===== src/rtl/rr_mux_arbiter.sv =====
// Round-robin arbiter for an N:1 valid/ready mux. It drives a registered mux select
// and captures the winning word into a one-entry output register.
module rr_mux_arbiter #(
    parameter int N = 8,
    parameter int M = 3,
    parameter int W = 8
) (
    input  logic           clk,
    input  logic           rst_n,
    input  logic           en,
    input  logic [N-1:0]   req_valid,
    input  logic [N*W-1:0] req_data,
    output logic [N-1:0]   req_ready,
    output logic           out_valid,
    output logic [W-1:0]   out_data,
    output logic [M-1:0]   out_src,
    input  logic           out_ready,
    output logic [M-1:0]   sel,
    output logic           busy
);

    typedef enum logic {EMPTY = 1'b0, FULL = 1'b1} state_t;

    localparam logic [M:0]   N_EXT  = (M+1)'(N);
    localparam logic [M-1:0] LAST_I = M'(N-1);

    state_t         state_q, state_d;
    logic [M-1:0]   ptr_q, ptr_d;
    logic [W-1:0]   data_q, data_d;
    logic [M-1:0]   src_q, src_d;
    logic [M-1:0]   sel_q, sel_d;

    logic [W-1:0]   data_arr [N];
    logic [M-1:0]   win;
    logic [M:0]     idx;
    logic           found;
    logic           any_req;
    logic           load;

    genvar gi;
    generate
        for (gi = 0; gi < N; gi++) begin : g_slice
            assign data_arr[gi] = req_data[gi*W +: W];
        end
    endgenerate

    // Scan from ptr upward, wrapping at N (not 2**M), first valid index wins.
    always_comb begin
        found = 1'b0;
        win   = '0;
        idx   = '0;
        for (int k = 0; k < N; k++) begin
            idx = {1'b0, ptr_q} + (M+1)'(k);
            if (idx >= N_EXT) begin
                idx = idx - N_EXT;
            end
            if (!found && req_valid[idx[M-1:0]]) begin
                found = 1'b1;
                win   = idx[M-1:0];
            end
        end
    end

    assign any_req = en && (req_valid != '0);
    assign load    = any_req && ((state_q == EMPTY) || out_ready);

    always_comb begin
        req_ready = '0;
        if (load && rst_n) begin
            req_ready = {{(N-1){1'b0}}, 1'b1} << win;
        end
    end

    always_comb begin
        state_d = state_q;
        ptr_d   = ptr_q;
        data_d  = data_q;
        src_d   = src_q;
        sel_d   = sel_q;
        if (load) begin
            state_d = FULL;
            data_d  = data_arr[win];
            src_d   = win;
            sel_d   = win;
            ptr_d   = (win == LAST_I) ? '0 : win + M'(1);
        end else if (state_q == FULL && out_ready) begin
            state_d = EMPTY;
        end
    end

    always_ff @(posedge clk or negedge rst_n) begin
        if (!rst_n) begin
            state_q <= EMPTY;
            ptr_q   <= '0;
            data_q  <= '0;
            src_q   <= '0;
            sel_q   <= '0;
        end else begin
            state_q <= state_d;
            ptr_q   <= ptr_d;
            data_q  <= data_d;
            src_q   <= src_d;
            sel_q   <= sel_d;
        end
    end

    assign out_valid = (state_q == FULL);
    assign busy      = out_valid;
    assign out_data  = data_q;
    assign out_src   = src_q;
    assign sel       = sel_q;

endmodule


===== config.mk =====
export PLATFORM = sky130hd
export DESIGN_NAME = rr_mux_arbiter
export DESIGN_NICKNAME = d
export VERILOG_FILES = /design/src/rtl/rr_mux_arbiter.sv
export SDC_FILE = /design/constraint.sdc
export NUM_CORES = 1
export LEC_CHECK = 0
export ABC_AREA = 1
export CAP_MARGIN = 5
export CORE_AREA = 2 2 76 78
export CTS_BUF_LIST = sky130_fd_sc_hd__clkbuf_4 sky130_fd_sc_hd__clkbuf_8
export DETAILED_ROUTE_END_ITERATION = 6
export DIE_AREA = 0 0 78 80
export MAX_ROUTING_LAYER = met4
export PLACE_DENSITY_LB_ADDON = 0.2
export SYNTH_ARGS = -nofsm -noshare
export SYNTH_HDL_FRONTEND = slang
export SYNTH_SLANG_ARGS = --single-unit

===== constraint.sdc =====
create_clock -name clk -period 3.3 [get_ports clk]
set_input_delay 0.33 -clock clk [delete_from_list [all_inputs] [get_ports clk]]
set_output_delay 0.33 -clock clk [all_outputs]
set_load 0.02 [all_outputs]

# Yosys cells after proc, flatten, opt, wreduce, memory -nomap -nowiden

Cells that the tools add are included.

Multiplexer cells: 46
Reduce and logical (&&, ||, !) cells: 21
Add/sub/neg operators: 16
Equal/unequal tests: 1
Bitwise operators: 2
$lt $le $gt $ge: 17
Shift-type cells: 1

Operators with widths:

| operator                                                          | number |
|---|---|
| two-way mux 3 bit                                                 | 17 |
| greater-or-equal comparator 4 bit, second input constant          | 8 |
| < comparator 3 x 4 -> 1 bit, second input constant                | 8 |
| binary-select mux 1 bit (select 3 bit)                            | 8 |
| binary-select mux 8 bit (select 3 bit)                            | 1 |
| two-way mux 8 bit                                                 | 3 |
| subtractor 3 x 1 -> 3 bit, second input constant                  | 8 |
| two-way mux 1 bit                                                 | 17 |
| adder 3 x 3 -> 4 bit, second input constant                       | 4 |
| logical AND 1 bit                                                 | 11 |
| adder 3 x 2 -> 4 bit, second input constant                       | 2 |
| nonzero test 8 bit                                                | 1 |
| << shifter 1 x 3 -> 8 bit, first input constant                   | 1 |
| zero test 1 bit                                                   | 7 |
| adder 3 x 1 -> 4 bit, second input constant                       | 1 |
| greater-or-equal comparator 3 x 4 -> 1 bit, second input constant | 1 |
| inverter 3 -> 4 bit                                               | 1 |
| adder 3 x 1 -> 3 bit, second input constant                       | 1 |
| == test 3 bit, second input constant                              | 1 |
| nonzero test 2 bit                                                | 1 |
| logical OR 1 bit                                                  | 1 |
| inverter 1 bit                                                    | 1 |

Bits of input ports: 76
Bits in registers: 15
Word-level logic and storage cells: 108
Output and inout port bits: 24

# Logic depth before layout (Yosys ltp)

Word-level depth: 30
Mapped depth: 22
Gate-level depth less buffers: 20

# Worst setup path after synthesis

Ideal clock, no wire load.

Path type: reg-to-output
From: reg ptr_q[0]
To: out req_ready[4]
Arrival time: 2.704 ns
Required time: 2.970 ns
Setup slack: 0.266 ns
Cell stages (with the launch flop): 17
Buffers on the path: 1
Cells stage by stage: dfrtp_1 inv_2 buf_6 ha_1 inv_1 nand3_1 nand3_1 nand2_2 nor2_8 nand4_4 nor2_1 nand2_1 nand4_1 o21ai_2 a21oi_4 nand2_1 nor2_1

Cells in the longest elaborated chain, start to end: 28
Elaborated cells between the ends (all ways): 78
Those cells by class: add/sub (15); order compare (8); shift (1); mux (40); reduce/logical (14)

RTL lines:

| item                                                                          | line | text |
|---|---|---|
| start, declared                                                               | 28   | `logic [M-1:0] ptr_q, ptr_d;` |
| start signal, assigned                                                        | 100  | `ptr_q <= ptr_d;` |
| parallel branches: the longest is 25 deep, another holds adder 3 x 1 -> 4 bit | --   |  |
| two-way mux 3 bit (*)                                                         | 57   | `if (!found && req_valid[idx[M-1:0]]) begin` |
| << shifter 1 x 3 -> 8 bit (*)                                                 | 70   | `req_ready = {{(N-1){1'b0}}, 1'b1} << win;` |
| two-way mux 8 bit (*)                                                         | 69   | `if (load && rst_n) begin` |
| end, declared                                                                 | 13   | `output logic [N-1:0] req_ready,` |

Every way passes the cells marked *. The select of a mux whose other input is x is not followed.

# Final worst setup path

From: reg ptr_q[0]
To: out req_ready[6]

Same word-level chain as after synthesis.

==> results.cfg <==
[die]
start_util = 0.431
num_io_pins = 100
dieArea_mm2 = 0.00624
die_x_um = 78
rows = 27
fp.coreArea_mm2 = 0.00541
die_h_um = 80

[clock_network]
clk_latency_ns = 0.24
path_clk_slew_ns = 0.06
cts_buffer_depth = 2
cts-root-buf = clkbuf_8
cts_tree = yes
htree_levels = 1
numCtsBuffers = 3
numClockSinks = 15

[synth]
ys_seq_area_frac = 0.161
synth_cell_types = 33
synth_top_cell_by_area = nand3_1
yosys-top-cells-area = nand3_1, nand2_1, dfrtp_1
synthesis.nets = 493
synth_warnings = 0
syn_inst = 415
ys_ff_latch = 15
syn-cell-area_mm2 = 0.00233
synth.top_cell.area_share = 0.217
avgSynthCellArea_um2 = 5.61

[timing]
tightest_slew_ns = 0.468
period_needed_ns = 3.12
clock.fmax_ghz = 0.321
setup_slack_ns = 0.180
max_slew_margin = 0.685
hold_viol = 0
maxSlewViolCount = 0
finalCritPeriodShare = 0.945
timing.hold.ws_ns = 0.410
worst_clock_skew_ns = 0.00332
finalSetupViolations = 0

[detailed_routing]
drt_wl_total_mm = 7.36
first_pass_iters = 5
antenna_left = 0
wl_per_cell_um = 12.1
via_per_inst = 4.93
drc = 0
via_count = 2987
first_iter_violations = 102

[critical_path]
cp_cell_sequence = inv_2 -> ha_4 -> buf_4 -> nand3_2 -> nand2_1 -> nand2_1 -> nand2_1 -> nand3_1 -> nor2_4 -> nand4_1 -> nand4_1 -> o21ai_2 -> buf_4 -> a21oi_4 -> nand2_2 -> nor2_1 -> buf_4
cp_data_arrival_time_ns = 2.79
path_max_fanout = 5
worstSetupEndpointType = output port
required_ns = 2.97
cp_slowest_cell = dfrtp_1
path_buf_inv = 4
cp_slowest_stage_delay_ns = 0.36
path_delay_family = simple AND/OR/NAND/NOR gates
worstSetupStartpointType = register
path_class = reg -> out

[final_layout]
layout_common_cells = nand2_1, nand3_1, clkdlybuf4s50_1, inv_1, buf_4
antenna_cells = 0
mostFrequentLayoutCell = nand2_1
nets = 613
area_delta_synth_final_pct = 56.9
drive_gt1_frac = 0.172

[grt]
gr-total-overflow = 0
grt_usage = 0.242
grt_max_degree = 33
grt_pass1_vias = 2808
grt_pass1_wl_mm = 12.2
grt_antenna_before_repair = 0

[place]
dp.final_hpwl_mm = 5.81
gp_congestion = 0.898
dp_slack_ns = -0.109
io_buffers = 99

[outcome]
status = completed

[run]
drv_cap = 0

[worst_hold_path]
hp-class = in -> async
sequential cells by signal, indices dropped and copies added (netlist names):
signal and cells:
busy 1, ptr_q 3, sel 3, out_data 8
repair_timing:
action / in CTS / in global routing
pin swaps: 1 / 6
endpoints found under the setup margin: 8 / 8
hold buffers: 0 / 0
resized for setup: 26 / 26
buffers inserted: 2 / 3
cell families after synthesis:
family | after synthesis | share of synthesized area
and+or+nand+nor | 280 | 0.577
buffers and inverters | 97 | 0.183
DFF | 15 | 0.161
adders and majority gates | 2 | 0.0107
AOI/OAI and AO/OA | 17 | 0.0473
xor gates and xnor gates | 4 | 0.0215
path summary, 6_finish.rpt:
path / cells after the start / end / slack [ns] / start
worst max register to register: 21 / out_data[3] / 0.41 / ptr_q[0]
worst min-delay path: 1 / sel[0] / 0.41 / rst_n
worst min register to register: 2 / out_data[5] / 0.50 / out_data[5]
min in group clk: 2 / out_data[5] / 0.50 / out_data[5]
worst max-delay path: 17 / req_ready[6] / 0.18 / ptr_q[0]
max in group asynchronous: 2 / out_data[4] / 2.41 / rst_n
synthesized netlist by cell type:
cell type / instances
and2_1: 1
o21ai_1: 5
nand4_4: 2
xor2_2: 2
nor2_4: 2
clkbuf_1: 4
nand3_2: 1
nor2_8: 1
nor2_2: 4
o21a_1: 1
nand3b_1: 9
nand2_1: 123
nor2_1: 20
buf_6: 2
nor3_1: 1
o21ai_0: 6
buf_2: 4
nand2_2: 6
xnor2_1: 1
nand3_1: 101
nand4_2: 1
or4_1: 2
inv_2: 5
dfrtp_1: 15
o21ai_2: 1
ha_1: 2
a21oi_4: 1
a31oi_2: 1
xor2_1: 1
nand4_1: 6
inv_1: 71
a21oi_1: 2
buf_4: 11
area by class of cell:
type / count / area (µm²)
fillers: 522 / 1750
multi-input cells: 303 / 1620
repair buffers: 136 / 1240
flip-flops and latches: 15 / 375
inverters: 76 / 285
well taps: 72 / 90.1
clock buffers: 4 / 48.8
through the flow:
stage                util  instance area [µm²]  setup TNS [ns]  std cells
CTS                 0.663                 3580               0        603
floorplan               -                 2330               0        415
finish              0.676                 3660               0        606
detailed placement  0.650                 3510          -0.631        597
global placement    0.650                 3510          -0.351        597
global route        0.676                 3660         -0.0121        606
routing by layer:
layer | share of wire | vias up | wire [µm] | global-route usage
met2 | 0.52 | 94 | 3810 | 0.445
li1 | - | 1547 | - | -
met3 | 0.048 | 6 | 357 | 0.0339
met1 | 0.42 | 1340 | 3100 | 0.278
met4 | 0.012 | 0 | 91 | 0.0561
met5 | 0 | - | 0 | -
Power is not shown: default switching activity piles up to over one toggle a cycle in this logic, so the estimate is an artifact.
